### src/rtl/sort_host.sv
// Host-side driver for an 8-entry, 8-bit in-place sorter: loads 8 beats, starts the sort,
// waits for completion (with timeout), then streams the sorted bytes back out with an order check.
module sort_host #(
    parameter int RD_LAT  = 2,
    parameter int TIMEOUT = 255
) (
    input  logic       clk,
    input  logic       nrst,
    input  logic       in_valid,
    input  logic [7:0] in_data,
    output logic       in_ready,
    output logic       out_valid,
    output logic [7:0] out_data,
    output logic       out_last,
    input  logic       out_ready,
    output logic       s_start,
    output logic       s_wr,
    output logic [2:0] s_addr,
    output logic [7:0] s_datain,
    input  logic [7:0] s_dataout,
    input  logic       s_ready,
    output logic       busy,
    output logic       order_err,
    output logic       timeout_err
);

    // Both streams: a beat transfers on a rising edge where valid && ready are both high.
    // A producer holds valid and data stable until that transfer; ready may depend on state only.
    typedef enum logic [2:0] {
        LOAD    = 3'd0,
        START   = 3'd1,
        WAIT_LO = 3'd2,
        WAIT_HI = 3'd3,
        READ    = 3'd4,
        SEND    = 3'd5
    } state_t;

    localparam logic [7:0] TMO_LAST = 8'(TIMEOUT - 1);
    localparam logic [2:0] RD_LAST  = 3'(RD_LAT - 1);

    state_t     state, state_nxt;
    logic [2:0] cnt, idx, rcnt;
    logic [7:0] tcnt, prev;
    logic       hs_in, rd_done, hs_out, tmo, waiting;

    assign in_ready = (state == LOAD) && s_ready;
    assign busy     = (state != LOAD);

    always_ff @(posedge clk or negedge nrst) begin
        if (!nrst) state <= LOAD;
        else       state <= state_nxt;
    end

    always_comb begin
        state_nxt = state;
        hs_in     = 1'b0;
        rd_done   = 1'b0;
        hs_out    = 1'b0;
        tmo       = 1'b0;
        waiting   = 1'b0;
        case (state)
            LOAD: begin
                hs_in = in_valid && s_ready;
                if (hs_in && cnt == 3'd7) state_nxt = START;
            end
            START: state_nxt = WAIT_LO;
            WAIT_LO: begin
                if (!s_ready)               state_nxt = WAIT_HI;
                else if (tcnt == TMO_LAST) begin
                    tmo       = 1'b1;
                    state_nxt = LOAD;
                end else                    waiting = 1'b1;
            end
            WAIT_HI: begin
                if (s_ready)                state_nxt = READ;
                else if (tcnt == TMO_LAST) begin
                    tmo       = 1'b1;
                    state_nxt = LOAD;
                end else                    waiting = 1'b1;
            end
            READ: begin
                if (rcnt == RD_LAST) begin
                    rd_done   = 1'b1;
                    state_nxt = SEND;
                end
            end
            SEND: begin
                if (out_ready) begin
                    hs_out    = 1'b1;
                    state_nxt = (idx == 3'd7) ? LOAD : READ;
                end
            end
            default: state_nxt = LOAD;
        endcase
    end

    always_ff @(posedge clk or negedge nrst) begin
        if (!nrst) begin
            cnt         <= 3'd0;
            idx         <= 3'd0;
            rcnt        <= 3'd0;
            tcnt        <= 8'd0;
            prev        <= 8'd0;
            s_start     <= 1'b0;
            s_wr        <= 1'b0;
            s_addr      <= 3'd0;
            s_datain    <= 8'd0;
            out_valid   <= 1'b0;
            out_data    <= 8'd0;
            out_last    <= 1'b0;
            order_err   <= 1'b0;
            timeout_err <= 1'b0;
        end else begin
            s_start <= (state == START);
            s_wr    <= hs_in;
            tcnt    <= waiting ? tcnt + 8'd1 : 8'd0;
            rcnt    <= (state == READ && !rd_done) ? rcnt + 3'd1 : 3'd0;

            if (hs_in) begin
                s_addr   <= cnt;
                s_datain <= in_data;
                cnt      <= cnt + 3'd1;
                if (cnt == 3'd0) begin
                    order_err   <= 1'b0;
                    timeout_err <= 1'b0;
                end
            end

            if (tmo) timeout_err <= 1'b1;

            // Address is set on entry to READ so it is already on the bus in the first READ cycle.
            if (state == WAIT_HI && s_ready) begin
                idx    <= 3'd0;
                s_addr <= 3'd0;
            end

            if (rd_done) begin
                out_data  <= s_dataout;
                out_valid <= 1'b1;
                out_last  <= (idx == 3'd7);
            end

            if (hs_out) begin
                out_valid <= 1'b0;
                out_last  <= 1'b0;
                prev      <= out_data;
                if (idx != 3'd0 && out_data < prev) order_err <= 1'b1;
                if (idx != 3'd7) begin
                    idx    <= idx + 3'd1;
                    s_addr <= idx + 3'd1;
                end
            end
        end
    end

endmodule

### config.mk
export PLATFORM = sky130hd
export DESIGN_NAME = sort_host
export DESIGN_NICKNAME = d
export VERILOG_FILES = /design/src/rtl/sort_host.sv
export SDC_FILE = /design/constraint.sdc
export NUM_CORES = 1
export LEC_CHECK = 0
export CAP_MARGIN = 40
export CORE_ASPECT_RATIO = 1.4
export CORE_MARGIN = 1
export CORE_UTILIZATION = 50
export CTS_CLUSTER_DIAMETER = 30
export DETAILED_ROUTE_END_ITERATION = 6
export PLACE_DENSITY_LB_ADDON = 0.05
export SYNTH_ARGS = -nofsm -noshare
export SYNTH_HDL_FRONTEND = slang
export SYNTH_SLANG_ARGS = --single-unit
### constraint.sdc
create_clock -name clk -period 3.33 [get_ports clk]
set_clock_uncertainty 0.1 [all_clocks]
set_input_delay 0.333 -clock clk [delete_from_list [all_inputs] [get_ports clk]]
set_output_delay 0.333 -clock clk [all_outputs]
set_load 0.005 [all_outputs]
* Word-level counts from Yosys, hierarchy flattened
Index checks and enable logic that the tools add are counted.
Word-level totals: register bits after elaboration 53, input port bits 21, output and inout bits 27, logic and storage cells 90
Operators by class: $add $sub $neg 4, order comparisons 1, equal/unequal tests 13, multiplexer cells 41, reduce and logical (&&, ||, !) cells 16
Operators by type and width (number):
- 3-bit two-way mux | 15
- 1-bit two-way mux | 22
- 3-bit case mux with 6 select lines | 1
- 3-bit equality test, second input constant | 4
- 3-bit by 1-bit adder with 3-bit output, second input constant | 3
- 8-bit by 1-bit adder with 8-bit output, second input constant | 1
- 8-bit equality test, second input constant | 1
- 8-bit < comparator | 1
- 8-bit two-way mux | 1
- 3-bit by 1-bit equality test with 1-bit output, second input constant | 2
- 3-bit by 2-bit equality test with 1-bit output, second input constant | 2
- 1-bit logical AND | 6
- 3-bit logical NOT | 2
- 2-bit nonzero test | 3
- 3-bit nonzero test | 2
- 2-bit inequality test, second input constant | 2
- 1-bit case mux with 2 select lines | 2
- 3-bit inequality test, second input constant | 1
- 3-bit AND reduction | 1
- 2-bit by 1-bit inequality test with 1-bit output, second input constant | 1
- 2-bit AND reduction | 1
- 1-bit logical NOT | 1

* Longest topological paths before layout
depth in word-level cells 6, mapped depth 7, mapped depth without buffers 6

* Worst setup path after synthesis
No wires, ideal clock.
kind register to register, from register state[2], to register s_datain[5], library setup time 0.125 ns, data arrival time 1.550 ns, required time 3.105 ns, slack 1.555 ns, cell stages (with the launch flop) 6, buffers on the path 2, period minus slack after synthesis 1.775 ns, path through dfrtp_1 -> buf_6 -> or3_4 -> nor2_8 -> buf_12 -> mux2_2
Between the ends: cells in the longest elaborated chain, start to end 2
Ends and longest elaborated chain:
- start: declaration | line 41 | state_t state, state_nxt;
- start signal: assignment | line 51 | else state <= state_nxt;
- 3-bit logical NOT | line 61 | case (state)
- 1-bit two-way mux | line 61
- named net hs_in | line 44 | logic hs_in, rd_done, hs_out, tmo, waiting;
- end signal: assignment | line 121 | s_datain <= in_data;
- end: declaration | line 19 | output logic [7:0] s_datain,
The timed path passes the listed nets, and every way through them passes these cells. A chain may end at the register's enable or synchronous reset.

* Worst setup path in the final report
from register state[0], to output in_ready
Between the ends: cells in the longest elaborated chain, start to end 2
Ends and longest elaborated chain:
- 3-bit logical NOT | line 46 | assign in_ready = (state == LOAD) && s_ready;
- 1-bit logical AND | line 46
- end: declaration | line 11 | output logic in_ready,
Every way passes these cells.

==> summary.md <==
| Metric | Value |
|---|---|
| Slew Limit Fails | `0` |
| Multi-input gate area | `1060 µm²` |
| GRT Total Usage | `20.3%` |
| Slew margin rel. | `64.3%` |
| IO buf count | `47` |
| 1st-pass router iterations | `4` |
| Share of the synthesized area in the top cell type | `52.8%` |
| Final worst path period share | `69.8%` |
| Leak | `1.43 nW` |
| Final GP Congestion | `0.730` |
| WL/cell | `13.7 µm` |
| Vias after detailed routing | `1731` |
| Worst Path Required | `2.90 ns` |
| Actual slew at the worst max-slew pin | `0.536 ns` |
| Syn_nets | `257` |
| TNS Setup | `0 ns` |
| Width of the die | `61.9 µm` |
| Ports | `48` |
| First-pass GRT wire length | `7840 µm` |
| Antenna cell count | `0` |
| Detail Route Antenna Nets | `0` |
| Critical Path Fanout Max | `16` |
| TritonCTS clock tree | `built` |
| Worst-path clk slew | `0.09 ns` |
| Pre-CTS WS | `1.25 ns` |
| Peak supply drop | `0.392 mV` |
| Clk_lat worst skew | `0.31 ns` |
| Final worst slack | `1.01 ns` |
| Yosys top cell by area | `dfrtp_1` |
| Post-synth top flop | `dfrtp_1` |
| Htree depth | `2` |
| Commonest non-fill, non-tap cell in the layout | `dfrtp_1` |
| Via-per-instance ratio | `5.20` |
| CP Launch Type | `flip-flop` |
| Max Buffers Root-to-Sink | `2` |
| Die Ht | `85.8 µm` |
| Number of synthesized flops with an enable pin | `0` |
| Largest net degree at the start of global routing | `31` |
| Nets | `307` |
| Clock Sinks | `53` |
| Detailed Route WL | `4570 µm` |
| Initial core utilization | `51.8%` |
| Remaining Overflow, GRT | `0` |
| FF/Latch Area | `1330 µm²` |
| DR iter-0 viols | `72` |
| Vias in the first global route | `1746` |
| Syn-to-layout area delta | `24.0%` |
| Initial antenna violation count | `0` |
| Path category of the worst min-delay check | `reg2reg` |
| Die area | `5310 µm²` |
| Post-synth ARST share | `100%` |
| Status | `completed` |
| Synth area leaders | `dfrtp_1 (53%), ha_1 (8.5%), mux2_2 (7.6%), o21ai_0 (3.0%), nand2_1 (2.8%)` |
| Distinct cell type count of the synthesized netlist | `43` |
| Most frequent cells in the layout | `dfrtp_1 (53), clkdlybuf4s50_1 (46), nand2_1 (19), nor2_1 (19), inv_1 (18)` |
| Postcts setup bufs | `0` |
| Cell count after synthesis | `219` |
| Worst path arrival time | `1.89 ns` |
| DRC | `0` |
| Rows | `30` |
| Min Tclk post-route | `2.32 ns` |
| Number of synthesized register bits | `53` |
| Post-Syn Area | `2510 µm²` |
| Total CTS buffers | `5` |
| Sequential share of the synthesized area | `52.8%` |
| # hold bufs at CTS | `1` |
| Endpoint type of the worst setup path | `primary output` |
| Core area | `4840 µm²` |
| Crit Path Class | `reg2out` |
| FILL cells | `410` |
| Ys Warns | `0` |
| Pwr dens | `709 nW/µm²` |
| RSZ-0062 raised after global routing | `false` |
| Fraction of layout cells with a size suffix above 1 | `11.5%` |
| Max_cap viols | `0` |
| Resized Gates After CTS | `0` |
| HPWL after detailed placement | `3340 µm` |
| Hold Fails Final Rpt | `0` |
| Fmax | `430 MHz` |
| Syn_area_per_cell | `11.5 µm²` |
| Setup violators final | `0` |
| Root Driver | `clkbuf_8` |
[per-stage QoR]
step	std cells	util [%]	cell area (µm²)	total power, mW	hold slack, ns
detailed placement	325	62.3	3020	1.87	0.246
CTS	333	64.3	3110	2.24	0.374
floorplan	219	-	2510	1.49	-0.0626
finish	333	64.3	3110	2.21	0.368
global placement	325	62.3	3020	1.84	0.246
global route	333	64.3	3110	2.40	0.389
[synthesized netlist by cell type (2+ instances only)]
cell	count
and3_1	2
inv_1	18
a211oi_1	2
dfrtp_1	53
mux2_2	17
a22o_1	2
nand4b_1	2
o21ai_2	2
o21ai_0	15
ha_1	17
nand4_1	3
nand2_1	19
a21oi_1	3
xnor2_1	3
mux2i_1	5
nor2_1	19
xor2_1	5
clkbuf_1	3
nor3_1	2
nand2b_1	2
nand3_1	3
[layer usage]
layer  wire [µm]  vias up  GRT usage [%]
met5           0        -              0
met4          85        0           8.48
met3         114        7           4.52
met2        2430       29           34.3
met1        1940      846           24.2
li1            -      849              -
[critical path: stages (launching register included)]
cell	delay, ns
dfrtp_1	0.54
or3_4	0.44
nor2_1	0.10
clkdlybuf4s50_1	0.51
[report_power, final]
part | internal [mW] | switching [mW]
logic | 0.487 | 0.330
registers | 0.854 | 0.171
clock network | 0.165 | 0.201
[final timing paths]
path / start / end / slack, ns / cells past startpoint
setup / recovery: state[0] / in_ready / 1.01 / 3
max in group asynchronous: nrst / cnt[2] / 1.91 / 3
min in group asynchronous: nrst / prev[5] / 0.44 / 2
setup reg to reg: state[1] / out_data[5] / 1.39 / 3
hold / removal: rcnt[0] / rcnt[0] / 0.37 / 1
hold reg to reg: rcnt[0] / rcnt[0] / 0.37 / 1
[sequential cells by signal (all words and copies together), names as in the netlist]
signal       flops
prev             8
out_data         8
idx              3
order_err        1
s_start          1
out_last         1
timeout_err      1
s_wr             1
s_addr           3
out_valid        1
tcnt             8
cnt              3
state            3
rcnt             3
s_datain         8
[cell type report]
class                   count  area share, %
clock buffers               7           2.77
inverters                  18           2.17
multi-input cells         141           34.1
flip-flops and latches     53           42.6
well taps                  64           2.57
repair buffers             50           15.8
[logic make-up (layout without fill, tap and decap cells)]
family	Yosys count	in the layout	synth area share (%)
simple gates	61	61	13.0
flops	53	53	52.8
compound gates	33	33	8.43
buf+inv	25	75	4.89
mux	22	22	9.62
fa+ha+maj	17	17	8.47
xor+xnor	8	8	2.79
No activity file was read; power rests on OpenSTA's default activity.
==> RTL change 1: new RTL, same flow settings <==
The 6 states of `state_t` get a one-hot encoding in 6 bits.
--- a/src/rtl/sort_host.sv
+++ b/src/rtl/sort_host.sv
@@ -28,9 +28,9 @@
     // A producer holds valid and data stable until that transfer; ready may depend on state only.
-    typedef enum logic [2:0] {
-        LOAD    = 3'd0,
-        START   = 3'd1,
-        WAIT_LO = 3'd2,
-        WAIT_HI = 3'd3,
-        READ    = 3'd4,
-        SEND    = 3'd5
+    typedef enum logic [5:0] {
+        LOAD    = 6'b000001,
+        START   = 6'b000010,
+        WAIT_LO = 6'b000100,
+        WAIT_HI = 6'b001000,
+        READ    = 6'b010000,
+        SEND    = 6'b100000
     } state_t;
Behaviour: same outputs for any inputs over 10 cycles, from zero or initial values and one cycle with nrst low; not proved beyond that.
==> RTL change 1 against the original RTL <==
Clock power up 30%. Power is 13% lower. Routed wire length is 3.0% higher. First-iteration DRC count down 32%. Non-clock buffer count shrank 2. Area after synthesis is 6.9% higher. Sequential share of layout area shrank 0.49 points. Worst setup slack worse by 0.090 ns. Design area rose by 7.0%. Sequential cell count increased by 3. Combinational power is 31% lower. Critical path depth grew 1. Critical path type unchanged.
==> RTL change 1: results (changes against the original RTL) <==
| Metric | Value |
|---|---|
| Mux cell area share after synthesis | 12.9% (+3.3 points) |
| Worst hold slack | 0.0495 ns (-0.318 ns) |
| Post-Synth XOR/XNOR Area | 2.61% (-0.18 points) |
| Average size of a mapped cell | 12.5 um^2 (+8.9%) |
| Peak VDD IR | 0.396 mV (+1.1%) |
| Dpl cells | 325 (unchanged) |
| Tot GR Track Use | 18.2% (-2.2 points) |
| Most area-consuming cells after synthesis | dfrtp_1 (51%), mux2_2 (12%), ha_1 (7.9%) |
| Slowest stage cell, crit path | clkdlybuf4s50_1 |
| Switching part of the total | 26.7% (-5.1 points) |
| Clock power share | 24.8% (+8.2 points) |
| Final WL | 4710 um (+3.0%) |
| Measured slew at the worst slew-check pin | 0.759 ns (+0.224 ns) |
| Gp weighted congestion | 0.799 (+9.6%) |
| DR pass1 iterations | 3 (-1) |
| Drt wl/cell | 14.1 um (+3.0%) |
| Ratio of cells with drive above 1 in the final layout | 18.4% (+6.8 points) |
| R2R depth | 5 (+2) |
| CP max FO | 6 (-10) |
| Worst R2R End | idx[0]$_DFF_PN0_ |
| Worst stage delay on the critical path | 0.51 ns (-0.03 ns) |
| Compound-gate portion of the synthesized area | 6.95% (-1.5 points) |
| Top post-synthesis cells by count | dfrtp_1 (55), mux2_2 (29), nor2_1 (19) |
| Part of the power in registers | 46.0% (-0.4 points) |
| Sequential fraction of the synthesis area | 52.3% (-0.56 points) |
| Synth cell types | 42 (-2.3%) |
| Nets | 304 (-0.98%) |
| Status | complete, no violations |
| Reg2reg start | state[4]$_DFFE_PN0P_ |
| Largest net degree at the start of global routing | 57 (+84%) |
| Avg Vias per Cell | 5.23 (+0.69%) |
| Final-layout fill cell count | 428 (+4.4%) |
| Num CTS Buffers | 5 (unchanged) |
| Leakage | 1.53 nW (+6.9%) |
| Final period util | 72.4% (+2.7 points) |
| R2r setup slk | 1.16 ns (-0.23 ns) |
| Vias in the first global route | 1,676 (-4.0%) |
| Crit path launch | state[5]$_DFFE_PN0P_ |
| Dpl cell area | 0.00320 mm^2 (+6.2%) |
| Post-synth ARST share | 100% (unchanged) |
| Place WS | 1.10 ns (-0.149 ns) |
| Initial DRC count | 49 (-32%) |
| Kind of cell adding the most delay to the critical path | simple AND/OR/NAND/NOR gates |
| Internal cell power | 1.40 mW (-6.8%) |
-- RTL change 1: cell types whose count changed after synthesis, sizes merged, moves of 3 or more --
cell and change:
o21ai -13, a31oi +5, mux2 +12, nor2b +4, nand2 -10, a22o +3, mux2i -3, clkbuf -3
-- RTL change 1: cell families after synthesis --
logic type,after synthesis
buffers and inverters,20
DFF,56
muxes,31
and+or+nand+nor,58
xor gates and xnor gates,8
AOI/OAI and AO/OA,25
adders and majority gates,17
-- RTL change 1: layout make-up --
class	count	area (um^2)	share of cell area, %
clock buffers	7	96.3	2.89
clock inverters	1	30.0	0.902
inverters	16	60.1	1.80
multi-input cells	139	1180	35.6
flip-flops and latches	56	1400	42.1
well taps	66	82.6	2.48
repair buffers	48	473	14.2
-- RTL change 1: routing by layer --
layer / global-route usage [%] / wire [um] / vias up
met1: 24.8 / 2240 / 852
met4: 6.20 / 63 / 0
met5: 0 / 0 / -
met2: 29.2 / 2240 / 38
li1: - / - / 847
met3: 3.35 / 161 / 6
==> RTL change 2: new RTL, config.mk and constraints unchanged <==
Made on the original files. The parameter `TIMEOUT` goes from 255 to 127.
--- a/src/rtl/sort_host.sv
+++ b/src/rtl/sort_host.sv
@@ -4,3 +4,3 @@
     parameter int RD_LAT  = 2,
-    parameter int TIMEOUT = 255
+    parameter int TIMEOUT = 127
 ) (
Behaviour: same outputs for any inputs over 10 cycles, from zero or initial values and one cycle with nrst low; that may be too few to reach the edited logic, so the function may still have changed.
==> RTL change 2 against the original RTL <==
Area after synthesis rose by 0.20%. Design area rose by 0.20%. Highest routed layer unchanged. Sequential cell count is the same. Power fell by 2.5%. The run now ends with negative hold slack left. Register-to-register slack improved by 0.09 ns. Routed wire length shrank 4.5%. Worst setup slack worse by 0.054 ns. Sequential power about the same.
==> RTL change 2: results (changes against the original RTL) <==
| Metric | Value |
|---|---|
| Status | complete, but fails checks |
| Failing checks | negative hold slack |
| Yosys Warn Count | 0 (unchanged) |
| Antenna Cells | 0 (unchanged) |
| CP max FO | 8 (-8) |
| Worst-path clk slew | 0.09 ns (about the same) |
| Vias in the first global route | 1,692 (-3.1%) |
| Post-synth ARST share | 100% (unchanged) |
| Mux cell area share after synthesis | 9.95% (+0.33 points) |
| Avg Vias per Cell | 5.17 (-0.48%) |
| Top post-synthesis cells by count | dfrtp_1 (53), nand2_1 (19), inv_1 (18), nor2_1 (18), o21ai_0 (18) |
| Most area-consuming cells after synthesis | dfrtp_1 (53%), ha_1 (8.5%), mux2_2 (5.4%) |
| Sequential fraction of the synthesis area | 52.7% (-0.11 points) |
| First-pass GRT wire length | 7350 um (-6.3%) |
| Reg2reg start | state[0]$_DFFE_PN0P_ |
| Ratio of cells with drive above 1 in the final layout | 11.1% (-0.45 points) |
| Tot GR Track Use | 18.6% (-1.7 points) |
| Syn_nets | 260 (+1.2%) |
| Worst R2R End | s_datain[5]$_DFFE_PN0P_ |
| Compound-gate portion of the synthesized area | 8.06% (-0.37 points) |
| Slew margin rel. | 47.5% (-17 points) |
| Largest net degree at the start of global routing | 36 (+16%) |
| Root Buffer | clkbuf_8 |
| Slowest stage cell, crit path | clkdlybuf4s50_1 |
| Synth cell types | 38 (-12%) |
| Detailed placer's ending HPWL | 3160 um (-5.4%) |
| Worst Hold Class | in2async |
| Post-Synth XOR/XNOR Area | 2.79% (-0.0056 points) |
| Largest family of logic cells by synthesized area | simple AND/OR/NAND/NOR gates |
| Drt wl/cell | 13.0 um (-5.0%) |
| H-Tree Level Count | 2 (unchanged) |
| IO buf count | 47 (unchanged) |
| Peak VDD IR | 0.331 mV (-16%) |
| Finished Layout Cells | 335 (+0.60%) |
| Num CTS Buffers | 5 (unchanged) |
| CP arrival | 1.94 ns (+0.05 ns) |
| Setup bufs post-CTS | 0 (unchanged) |
| Gp weighted congestion | 0.736 (+0.84%) |
| Hold Vio Cnt, Final | 1 (+1) |
| Adder-cell area share of the yosys netlist | 8.46% (-0.017 points) |
| Leakage | 1.42 nW (-0.84%) |
| Worst hold slack | -0.00867 ns (-0.376 ns) |
| Initial antenna violation count | 0 (unchanged) |
| Worst-case clock buffer depth | 2 (unchanged) |
| Dpl cells | 328 (+0.92%) |
| Worst stage delay on the critical path | 0.61 ns (+0.07 ns) |
| Site row count | 30 (unchanged) |
| Ys flop type | dfrtp_1 |
| Kind of cell adding the most delay to the critical path | buffers and inverters |
| Average size of a mapped cell | 11.3 um^2 (-1.2%) |
| Nets | 309 (+0.65%) |
| R2r setup slk | 1.48 ns (+0.09 ns) |
| DR pass1 iterations | 4 (unchanged) |
| R2R depth | 3 (unchanged) |
| Initial DRC count | 58 (-19%) |
[RTL change 2: cell count changes in the layout (fill, tap and decap cells not counted), moves of 3 or more]
cell and change:
mux2_2 -5, mux2_4 +5, nor3_1 +3, o21ai_0 +3, xnor2_1 +3, xor2_1 -3
[RTL change 2: cell families (layout without fill, tap and decap cells)]
group	after synthesis	in the layout
and+or+nand+nor	65	65
buffers and inverters	25	74
muxes	21	21
AOI/OAI and AO/OA	33	33
xor gates and xnor gates	8	8
adders and majority gates	17	17
DFF	53	53
[RTL change 2: through the flow]
step	setup slack, ns	cell area, um^2
after global routing	0.853	3120
final	0.953	3120
after global placement	0.970	3030
after floorplan	1.69	2510
after detailed placement	0.937	3030
after CTS	0.935	3120
[RTL change 2: cell type report]
type / instances / area, um^2
Clock buffer: 6 / 82.6
Clock inverter: 1 / 7.51
Fill cell: 426 / 1720
Inverter: 19 / 71.3
Multi-Input combinational cell: 144 / 1080
Sequential cell: 53 / 1330
Tap cell: 64 / 80.1
Timing Repair Buffer: 48 / 473
[RTL change 2: worst max path at each step]
stage / slack [ns] / end / startpoint / depth (start not counted)
floorplan: 1.69 / s_datain[2]$_DFFE_PN0P_ / state[1]$_DFFE_PN0P_ / 4
global placement: 0.97 / in_ready / s_ready / 3
detailed placement: 0.94 / in_ready / s_ready / 3
CTS: 0.94 / in_ready / state[0]$_DFFE_PN0P_ / 2
global route: 0.85 / in_ready / state[0]$_DFFE_PN0P_ / 2
finish: 0.95 / in_ready / s_ready / 3
[RTL change 2: per-layer routing]
layer	global-route usage, %	part of all wire [%]
met5	0	0
met4	6.26	1.4
met1	23.6	45
met2	30.5	51
met3	4.22	3.3
[RTL change 2: report_power, final]
group          internal (mW)  switching (mW)  total (mW)
logic                  0.473           0.298       0.771
registers              0.843           0.173        1.02
clock network          0.165           0.199       0.364
